`src/rtl/mem_arb_pkg.sv`:
```
// Shared encodings for the memory port arbiter: FSM/owner codes and the read-tag format.
package mem_arb_pkg;

  localparam logic [1:0] ST_IDLE = 2'd0;
  localparam logic [1:0] ST_OWN0 = 2'd1;
  localparam logic [1:0] ST_OWN1 = 2'd2;

  typedef enum logic [1:0] {
    IDLE = ST_IDLE,
    OWN0 = ST_OWN0,
    OWN1 = ST_OWN1
  } arb_state_t;

  // One in-flight read: valid marks a real read, own is the issuing master (0=m0, 1=m1).
  typedef struct packed {
    logic valid;
    logic own;
  } rd_tag_t;

  localparam int TAG_W = $bits(rd_tag_t);

endpackage

```
`src/rtl/mem_port_arbiter_rd_tag_pipe.sv`:
```
// Fixed-depth shift register that carries read tags alongside the memory read latency.
module rd_tag_pipe
  import mem_arb_pkg::*;
#(
  parameter int RD_LAT = 1
) (
  input  logic    clk,
  input  logic    clr,
  input  rd_tag_t tag_in,
  output rd_tag_t tag_out
);

  rd_tag_t pipe [RD_LAT];

  always_ff @(posedge clk) begin
    if (clr) begin
      for (int i = 0; i < RD_LAT; i++) pipe[i] <= '0;
    end else begin
      pipe[0] <= tag_in;
      for (int i = 1; i < RD_LAT; i++) pipe[i] <= pipe[i-1];
    end
  end

  assign tag_out = pipe[RD_LAT-1];

endmodule

```
`src/rtl/mem_port_arbiter.sv`:
```
// Two-master arbiter for the single memory port: round-robin with bounded hold,
// and read-data steering back to the issuing master.
//
// state | meaning
// IDLE  | nobody owns the port, memory outputs driven to zero
// OWN0  | master 0 owns the port
// OWN1  | master 1 owns the port
module mem_port_arbiter
  import mem_arb_pkg::*;
#(
  parameter int AW       = 32,
  parameter int DW       = 32,
  parameter int RD_LAT   = 1,
  parameter int MAX_HOLD = 8
) (
  input  logic          clk,
  input  logic          rst,
  input  logic          m0_req,
  input  logic          m0_we,
  input  logic [AW-1:0] m0_addr,
  input  logic [DW-1:0] m0_wdata,
  output logic          m0_gnt,
  output logic          m0_rvalid,
  output logic [DW-1:0] m0_rdata,
  input  logic          m1_req,
  input  logic          m1_we,
  input  logic [AW-1:0] m1_addr,
  input  logic [DW-1:0] m1_wdata,
  output logic          m1_gnt,
  output logic          m1_rvalid,
  output logic [DW-1:0] m1_rdata,
  output logic [AW-1:0] mem_addr,
  output logic [DW-1:0] mem_wdata,
  output logic          mem_wen,
  input  logic [DW-1:0] mem_rdata,
  output logic [1:0]    owner
);

  localparam logic [7:0] HOLD_MAX = 8'(MAX_HOLD - 1);

  arb_state_t state, state_nxt;
  logic [7:0] hold_cnt, hold_nxt;
  logic       last, last_nxt;
  logic       issue0, issue1;
  rd_tag_t    tag_in, tag_out;

  always_ff @(posedge clk) begin
    if (rst) begin
      state    <= IDLE;
      hold_cnt <= '0;
      last     <= 1'b1;
    end else begin
      state    <= state_nxt;
      hold_cnt <= hold_nxt;
      last     <= last_nxt;
    end
  end

  // hold_cnt only counts while the other master waits; reaching HOLD_MAX forces rotation,
  // so the increment below can never pass HOLD_MAX.
  always_comb begin
    state_nxt = state;
    hold_nxt  = '0;
    last_nxt  = last;
    case (state)
      IDLE: begin
        if (m0_req && m1_req) state_nxt = last ? OWN0 : OWN1;
        else if (m0_req)      state_nxt = OWN0;
        else if (m1_req)      state_nxt = OWN1;
      end
      OWN0: begin
        if (!m0_req)                            state_nxt = m1_req ? OWN1 : IDLE;
        else if (m1_req && hold_cnt == HOLD_MAX) state_nxt = OWN1;
        else if (m1_req)                         hold_nxt  = hold_cnt + 8'd1;
        if (state_nxt != OWN0) last_nxt = 1'b0;
      end
      OWN1: begin
        if (!m1_req)                            state_nxt = m0_req ? OWN0 : IDLE;
        else if (m0_req && hold_cnt == HOLD_MAX) state_nxt = OWN0;
        else if (m0_req)                         hold_nxt  = hold_cnt + 8'd1;
        if (state_nxt != OWN1) last_nxt = 1'b1;
      end
      default: state_nxt = IDLE;
    endcase
  end

  assign m0_gnt = (state == OWN0);
  assign m1_gnt = (state == OWN1);
  assign owner  = state;
  assign issue0 = m0_gnt & m0_req;
  assign issue1 = m1_gnt & m1_req;

  always_comb begin
    mem_addr  = '0;
    mem_wdata = '0;
    mem_wen   = 1'b0;
    case (state)
      OWN0: begin
        mem_addr  = m0_addr;
        mem_wdata = m0_wdata;
        mem_wen   = m0_we & m0_req;
      end
      OWN1: begin
        mem_addr  = m1_addr;
        mem_wdata = m1_wdata;
        mem_wen   = m1_we & m1_req;
      end
      default: ;
    endcase
  end

  assign tag_in.valid = (issue0 & ~m0_we) | (issue1 & ~m1_we);
  assign tag_in.own   = issue1;

  rd_tag_pipe #(.RD_LAT(RD_LAT)) u_tag_pipe (
    .clk     (clk),
    .clr     (rst),
    .tag_in  (tag_in),
    .tag_out (tag_out)
  );

  always_ff @(posedge clk) begin
    if (rst) begin
      m0_rvalid <= 1'b0;
      m1_rvalid <= 1'b0;
      m0_rdata  <= '0;
      m1_rdata  <= '0;
    end else begin
      m0_rvalid <= tag_out.valid & ~tag_out.own;
      m1_rvalid <= tag_out.valid & tag_out.own;
      if (tag_out.valid && !tag_out.own) m0_rdata <= mem_rdata;
      if (tag_out.valid && tag_out.own)  m1_rdata <= mem_rdata;
    end
  end

endmodule
```
`config.mk`:
```
export PLATFORM = sky130hd
export DESIGN_NAME = mem_port_arbiter
export DESIGN_NICKNAME = d
export VERILOG_FILES = /design/src/rtl/mem_arb_pkg.sv /design/src/rtl/mem_port_arbiter_rd_tag_pipe.sv /design/src/rtl/mem_port_arbiter.sv
export SDC_FILE = /design/constraint.sdc
export NUM_CORES = 1
export LEC_CHECK = 0
export CORE_AREA = 8 8 112 114
export DETAILED_ROUTE_END_ITERATION = 10
export DIE_AREA = 0 0 120 122
export DONT_BUFFER_PORTS = 1
export GPL_TIMING_DRIVEN = 0
export PLACE_DENSITY_LB_ADDON = 0.08
export SYNTH_ARGS = -nofsm -noshare
export SYNTH_HDL_FRONTEND = slang
export SYNTH_HIERARCHICAL = 1
export SYNTH_SLANG_ARGS = --single-unit
```
`constraint.sdc`:
```
create_clock -name clk -period 1.9 [get_ports clk]
set_clock_uncertainty 0.05 [all_clocks]
set_input_delay 0.38 -clock clk [delete_from_list [all_inputs] [get_ports clk]]
set_output_delay 0.38 -clock clk [all_outputs]
set_load 0.02 [all_outputs]
```
======== Yosys cells after proc, flatten, opt, wreduce, memory -nomap -nowiden ========
Memory sizes are Yosys's and may differ from the RTL's.
Cells that the tools add are included.
word-level totals
  register bits after elaboration ......... 77
  RAM bits ................................ 2
  memories ................................ 1
operators by class
  $add $sub $neg .......................... 1
  equal/unequal tests ..................... 8
  mux-type cells .......................... 31
  bitwise logic cells ..................... 12
  reductions and logical operators ........ 10
memories
  memory           depth  bits a word  rd ports  clocked after memory_dff  wr ports  RTL line                            RTL
  u_tag_pipe.pipe  1      2            1         0                         1         mem_port_arbiter_rd_tag_pipe.sv:13  rd_tag_t pipe [RD_LAT];
operators by type and width
  kind                 number
  $pmux 32 s2          2
  $mux 8               6
  $mux 2               12
  $pmux 8 s2           1
  $add 8x1->8 const B  1
  $and 1x1->1          8
  $eq 8x3->1 const B   1
  $mux 1               7
  $ne 2x1->1 const B   3
  $pmux 2 s3           1
  $logic_and 1x1->1    5
  $ne 4x4->1 const B   1
  $pmux 1 s2           2
  $not 1->1            3
  $reduce_and 3->1     1
  $eq 2x1->1 const B   1
  $eq 2x2->1 const B   1
  $logic_not 2->1      1
  $ne 2x2->1 const B   1
  $reduce_bool 2->1    1
  $reduce_or 2->1      1
  $logic_not 1->1      1
  $or 1x1->1           1

======== Longest topological paths before layout ========
Gate-level depths: netlist of run 1.
  depth after elaboration ................. 8
  mapped depth ............................ 9

======== Cells and area by module ========
Netlist of run 1, hierarchy kept.
by module, submodules not included
  module            times used  cells an instance  area an instance (um^2)
  mem_port_arbiter  1           518                3911.3
  rd_tag_pipe       1           4                  52.6

======== Least setup slack after synthesis of run 1 ========
OpenSTA, ideal clock, no wires.
  path kind ............................... reg-to-output
  from .................................... register state[1] (netlist: owner[1])
  to ...................................... output port mem_wdata[10]
  arrival ................................. 1.988 ns
  data required time ...................... 1.470 ns
  path slack .............................. -0.518 ns
  stages on the path, launching flop included .. 7
  buffers on the path ..................... 3
  path through ............................ dfxtp_1 ha_1 clkbuf_1 buf_2 buf_1 a22oi_1 nor2b_1
on the way
  cells in the longest elaborated chain, start to end .. 2
  elaborated cells on any way between the ends .. 3
  those cells by class .................... eq/ne: 2; mux: 1
ends and longest elaborated chain
  what                    RTL line                RTL
  start, declared         mem_port_arbiter.sv:41  arb_state_t state, state_nxt;
  start signal, assigned  mem_port_arbiter.sv:53  state <= state_nxt;
  $eq 2x2->1              --
  named net m1_gnt        mem_port_arbiter.sv:29  output logic m1_gnt,
  $pmux 32 s2             mem_port_arbiter.sv:97  case (state)
  end, declared           mem_port_arbiter.sv:33  output logic [DW-1:0] mem_wdata,
The timed path passes the listed nets, and every way through them passes these cells.

======== Worst setup path after layout of run 1 ========
  from .................................... register state[0] (netlist: owner[0])
  to ...................................... output port mem_wdata[8]
Same word-level chain as after synthesis.

==> results of run 1 <==
-- worst max-delay path by stage --
stage | endpoint | startpoint | slack, ns
finish | mem_wdata[8] | owner[0] | -0.35
global route | mem_wdata[8] | owner[0] | -0.42
CTS | mem_wdata[19] | owner[0] | -0.41
detailed placement | mem_wdata[29] | owner[1] | -0.52
global placement | mem_wdata[29] | owner[1] | -0.49
floorplan | mem_wdata[10] | owner[0] | -0.04
-- cell type report --
type | instances | area, sq um | share of cell area [%]
sequential | 79 | 1590 | 28.8
buffer | 47 | 433 | 7.84
inverter | 7 | 33.8 | 0.612
tap | 140 | 175 | 3.17
multi-input combinational | 388 | 2890 | 52.3
clock inverter | 6 | 68.8 | 1.25
timing repair buffer | 17 | 209 | 3.79
clock buffer | 9 | 124 | 2.24
-- per-layer routing --
layer	track usage (%)	vias up
met3	7.27	10
met1	23.7	1833
met4	5.23	0
li1	-	1837
met5	0	-
met2	32.9	168
-- metrics by stage --
stage | power, uW | hold WS [ns] | instance area, sq um
2_1_floorplan | 3280 | 0.363 | 4360
3_3_place_gp | 3530 | 0.372 | 4540
3_5_place_dp | 3560 | 0.386 | 4540
4_1_cts | 5430 | 0.0201 | 5370
5_1_grt | 5850 | 0.0248 | 5520
6_report | 5590 | 0.0475 | 5520
-- state kept, by name, summed over array words and instances, names as in the netlist --
signal / cells
owner: 2
last: 1
m1_rvalid: 1
u_tag_pipe/pipe: 2
m1_rdata: 32
hold_cnt: 8
m0_rdata: 32
m0_rvalid: 1
-- power by group --
group	internal [uW]	leakage, uW	switching, uW
Clock	610	0.0000927	641
Sequential	1710	0.000639	101
Combinational	1340	0.000964	1200
-- timing repair --
| action | in CTS | in global routing |
|---|---|---|
| cloned | 2 | 3 |
| gates resized for setup | 115 | 29 |
| setup endpoints to repair | 77 | 68 |
| pin swaps | 9 | 19 |
| setup buffers | 9 | 4 |
-- cell families (layout without fill, tap and decap cells) --
logic type | after synthesis | after routing
mux | 1 | 1
xor+xnor | 6 | 6
buf+inv | 55 | 86
simple gates | 231 | 231
flops | 79 | 79
fa+ha+maj | 5 | 5
compound gates | 145 | 145
-- critical path, delay by kind of cell (launching register included) --
family          cells  cell delay, ns
buf+inv             4            0.47
fa+ha+maj           1            0.19
simple gates        1            0.09
flops               1            0.45
compound gates      1            0.26
-- cells in the final DEF (no fill, tap or decap), types with 4 or more instances in the layout --
master	n
nor2b_4	48
a22oi_1	17
nand3_1	5
buf_4	10
dfxtp_1	77
buf_12	6
inv_1	4
inv_4	4
buf_8	7
clkbuf_16	5
xor2_1	4
nor2_1	12
nor2b_2	17
nand2_1	132
a22oi_2	48
a21oi_1	64
clkbuf_1	22
clkbuf_8	11
==> flow_summary.ini, run 1 <==
[yosys]
syn-cell-area_sq_um = 3960
synth-seq-area-share_pct = 39.9
synth_simple_gate_area_share_pct = 28.0
synth.most_common_cell = nand2_1
synth_compound_area_share_pct = 23.5
synthTopCellsByCount = 134 x nand2_1, 79 x dfxtp_1, 68 x nor2b_1, 65 x a21oi_1, 65 x a22oi_1
synth_top_family_by_area = simple AND/OR/NAND/NOR gates
synth_edf_count = 0
synthMuxAreaShare_pct = 0.253
yosysWarnings = 6
synth-seq-cells = 79
synthAdderAreaFrac_pct = 1.58
synth.lib_cells_used.distinct = 39
syn_inst = 522
synth_ff_type = dfxtp_1
synth_nets = 693
syn_area_per_cell_sq_um = 7.59
ys_top_cells_by_area = dfxtp_1 40%, nand2_1 13%, a22oi_1 12%, nor2b_1 11%, a21oi_1 8.2%
synth_top_cell_area_share_pct = 39.9
synthXorXnorAreaFrac_pct = 1.33
synthArstFlopShare_pct = 0
synth_top_cell_by_area = dfxtp_1

[finish]
antenna_cells = 0
drive_gt1_share_pct = 33.5
fin_cells = 693
fillers = 1018
layout.nets = 720
final_core_util_pct = 51.6
layout-area-overhead-vs-synth_pct = 39.3

[timing]
fmax_mhz = 444
maxSlewViolCount = 0
finalSetupViolations = 67
period_share_pct = 119
setup_tns_ns = -18.09
relSlewSlack_pct = 64.6
worst_pin_slew_ns = 0.531
fin_crit_ns = 2.25
final_critical_path_setup_slack_ns = -0.354
hold_viol_final = 0
rsz0062_at_grt = true

[grt]
grt_overflow = 0
grt_pass1_vias = 3766
grt_max_degree = 15
antenna_found_initial = 0
grt_pass1_wl_um = 22800
grtUsageTotal_pct = 19.8

[clock_tree]
clock_tree.buffer_depth = 2
cts_hold_buf = 0
cts_buffers = 9
cts_max_level = 3
cts.reportedPaths.clkPinSlew_ns = 0.08
worstSkewPairLatency_ns = 0.35
cts_sinks = 79
cts_root_buf = clkbuf_8
cts_tree = yes

[floorplan]
io_pins = 301
die_y_um = 122
coreArea_sq_um = 10700
die_w_um = 120
dieArea_sq_um = 14600
rows = 38
start_util_pct = 37.1

[drt]
postRouteAntennaNets = 0
routed_wirelength_um = 15700
wl_met2_um = 7830
avgRoutedWirePerCell_um = 22.7
dr.pass1.iters = 4
drc = 0
met1Wirelength_um = 6270
top_layer_used = met4
wl_met3_um = 1480
initialDrtViolationCount = 159
vias_per_cell = 5.55
vias = 3848

[worst_setup_path]
r2r_start = owner[0]
reg2reg_to = owner[1]
slowest_delay_ns = 0.45
r2r_setup_slack_ns = -0.13
path_class = reg2out
arrival_ns = 1.82
cp-end-kind = output port
cp_common_cell = buf_12
required_ns = 1.47
slowest_stage = dfxtp_4
cp-start-kind = flop
worst-path-max-fanout = 7
cp_cell_sequence = inv_4, ha_4, buf_8, buf_12, buf_12, a22oi_2, nor2b_4
reg2reg_depth = 12

[place]
pre_cts_ws_ns = -0.521
placedCellCount = 662
place_congestion = 0.782
dpl.hpwl_um = 12200
port_buffers = 0

[min_path]
holdPathEnd = u_tag_pipe/pipe[0][1]
whs_path_depth = 1
hold_class = in2reg
hold_path.startpoint = rst

[run]
drv_cap = 0

[status]
violations = setup timing
status = complete, but fails checks

[power_and_ir_drop]
power_density_nw_per_um2 = 1010
ir_drop_mv = 0.551
p_leak_uw = 0.00170
No activity file was read; power rests on OpenSTA's default activity.
==> run 2, diff against run 1 <==
--- a/config.mk
+++ b/config.mk
@@ -5,9 +5,9 @@
 export SDC_FILE = /design/constraint.sdc
 export NUM_CORES = 1
 export LEC_CHECK = 0
-export CORE_AREA = 8 8 112 114
+export CORE_AREA = 8 8 110 112
 export DETAILED_ROUTE_END_ITERATION = 10
-export DIE_AREA = 0 0 120 122
+export DIE_AREA = 0 0 118 120
 export DONT_BUFFER_PORTS = 1
 export GPL_TIMING_DRIVEN = 0
 export PLACE_DENSITY_LB_ADDON = 0.08
==> constraint.sdc (replaced) <==
create_clock -name clk -period 2.08 [get_ports clk]
set_clock_uncertainty 0.05 [all_clocks]
set_input_delay 0.416 -clock clk [delete_from_list [all_inputs] [get_ports clk]]
set_output_delay 0.416 -clock clk [all_outputs]
set_load 0.02 [all_outputs]
==> run 2 against run 1 <==
  * The flow still finishes with violations (setup timing)
  * Global-route usage up 3.2 points
  * Worst hold slack better by 0.026 ns
  * Flip-flop and latch count unchanged
  * Critical path depth down 1
  * Combinational power down 6%
  * Utilization up 2.5 points
  * Largest cell class unchanged
  * Largest power group unchanged
  * Sequential share of layout area down 0.82 points
  * Total power down 5.7%
  * Critical endpoint is now mem_addr[2]
  * Cell count down 0.14%
  * Worst setup slack better by 0.13 ns
  * Count of clock-buffer cells in the layout unchanged
==> flow_summary.ini, run 2 (synthesis gave the netlist of run 1 again) <==
[status]
status = complete, but fails checks
violations = setup timing

[clock_tree]
worstSkewPairLatency_ns = 0.35
cts_tree = yes
cts_sinks = 79
cts_root_buf = clkbuf_8
clock_tree.buffer_depth = 2
cts_max_level = 3
cts_buffers = 9
cts.reportedPaths.clkPinSlew_ns = 0.08

[min_path]
hold_class = in2reg
whs_path_depth = 1

[drt]
initialDrtViolationCount = 214
drc = 0
dr.pass1.iters = 7
avgRoutedWirePerCell_um = 25.5
vias = 3862
postRouteAntennaNets = 0
routed_wirelength_um = 17600
vias_per_cell = 5.58

[worst_setup_path]
arrival_ns = 1.84
required_ns = 1.61
reg2reg_depth = 10
path_class = reg2out
cp-start-kind = flop
cp-end-kind = output port
worst-path-max-fanout = 8

[power_and_ir_drop]
p_leak_uw = 0.00172
comb_power_share_pct = 45.5
p_clk_share_pct = 23.2
switching_power_uw = 1820
internal-power_uw = 3460
power_frac_seq_pct = 31.3
power_switching_share_pct = 34.4
power_density_nw_per_um2 = 929
ir_drop_mv = 0.434

[floorplan]
die_y_um = 120
coreArea_sq_um = 10500
start_util_pct = 37.7
rows = 38
dieArea_sq_um = 14200
io_pins = 301
die_w_um = 118

[finish]
layout-area-overhead-vs-synth_pct = 43.3
fin_cells = 692
mostFrequentLayoutCells = 133 x nand2_1, 77 x dfxtp_1, 65 x a21oi_1
antenna_cells = 0
layout.nets = 719
largest_registers = m0_rdata: 32 flops, m1_rdata: 32 flops, hold_cnt: 8 flops
drive_gt1_share_pct = 35.7
final_common_cell = nand2_1

[timing]
period_share_pct = 111
hold_viol_final = 0
finalSetupViolations = 65
fmax_mhz = 434
final_critical_path_setup_slack_ns = -0.225
maxSlewViolCount = 0
relSlewSlack_pct = 64.3
setup_tns_ns = -11.30
worst_pin_slew_ns = 0.536
rsz0062_at_grt = true
fin_crit_ns = 2.30

[place]
placedCellCount = 662
port_buffers = 0
place_congestion = 0.848
dpl.hpwl_um = 13300
pre_cts_ws_ns = -0.598

[run]
drv_cap = 0

[grt]
grt_overflow = 0
grt_max_degree = 14
grtUsageTotal_pct = 23.0
antenna_found_initial = 0
grt_pass1_wl_um = 25100
grt_pass1_vias = 3791
-- run 2: changes by cell type in the layout (fill, tap and decap cells not counted), moves of 3 or more --
| cell | delta |
|---|---|
| nor2b_2 | -14 |
| clkbuf_16 | +3 |
| buf_8 | -3 |
| a22oi_1 | -16 |
| a22oi_2 | +16 |
| nor2b_4 | +14 |
-- run 2: path summary, 6_finish.rpt --
path | to | slack, ns | start
worst min-delay path | u_tag_pipe/pipe[0][1] | 0.07 | rst
worst max-delay path | mem_addr[2] | -0.22 | owner[1]
worst min register to register | hold_cnt[0] | 0.40 | hold_cnt[0]
worst max register to register | last | 0.15 | owner[0]
-- run 2: per-stage QoR --
stage	hold WS, ns	util [%]	power [uW]	area (sq um)
5_1_grt	0.0525	54.1	5510	5680
3_3_place_gp	0.377	41.0	3010	4310
6_report	0.0738	54.1	5280	5680
4_1_cts	0.0547	50.5	4950	5300
3_5_place_dp	0.386	41.0	3040	4310
2_1_floorplan	0.363	-	2750	4140
-- run 2: layout make-up --
type	count	area, sq um
fill	984	4830
tap	140	175
clock buffer	9	124
inverter	7	31.3
multi-input combinational	388	3020
clock inverter	6	86.3
timing repair buffer	15	209
buffer	48	445
sequential	79	1590
-- run 2: per-layer routing --
| layer | vias up | GRT usage (%) | part of all wire, % |
|---|---|---|---|
| met4 | 0 | 5.36 | 0.89 |
| met5 | - | 0 | 0 |
| met2 | 188 | 39.5 | 51 |
| met3 | 10 | 9.77 | 10 |
| li1 | 1828 | - | - |
| met1 | 1836 | 26.0 | 38 |
-- run 2: power groups by stage --
stage / registers, uW / logic (uW) / clock network, uW
detailed placement: 1680 / 1360 / 0
global route: 1660 / 2520 / 1340
global placement: 1680 / 1330 / 0
floorplan: 1660 / 1090 / 0
CTS: 1650 / 2050 / 1250
finish: 1650 / 2400 / 1220
-- run 2: critical path: stages (launching register included) --
cell       delay (ns)
dfxtp_4          0.45
inv_4            0.07
ha_4             0.20
clkbuf_16        0.17
clkbuf_16        0.17
a22oi_2          0.30
nor2b_4          0.11
-- run 2: repair_timing --
item	CTS	global route
hold endpoints to repair	0	0
gates cloned	0	5
setup endpoints to repair	70	65
gates resized for setup	174	48
hold buffers	0	0
buffers inserted	2	8
pin swaps	16	13
==> run 3, diff against run 2 <==
--- a/config.mk
+++ b/config.mk
@@ -9,6 +9,7 @@
 export DETAILED_ROUTE_END_ITERATION = 10
 export DIE_AREA = 0 0 118 120
 export DONT_BUFFER_PORTS = 1
+export GPL_ROUTABILITY_DRIVEN = 1
 export GPL_TIMING_DRIVEN = 0
 export PLACE_DENSITY_LB_ADDON = 0.08
 export SYNTH_ARGS = -nofsm -noshare
==> results of run 3 <==
Final layout, timing and power as in run 2 (identical DEF).
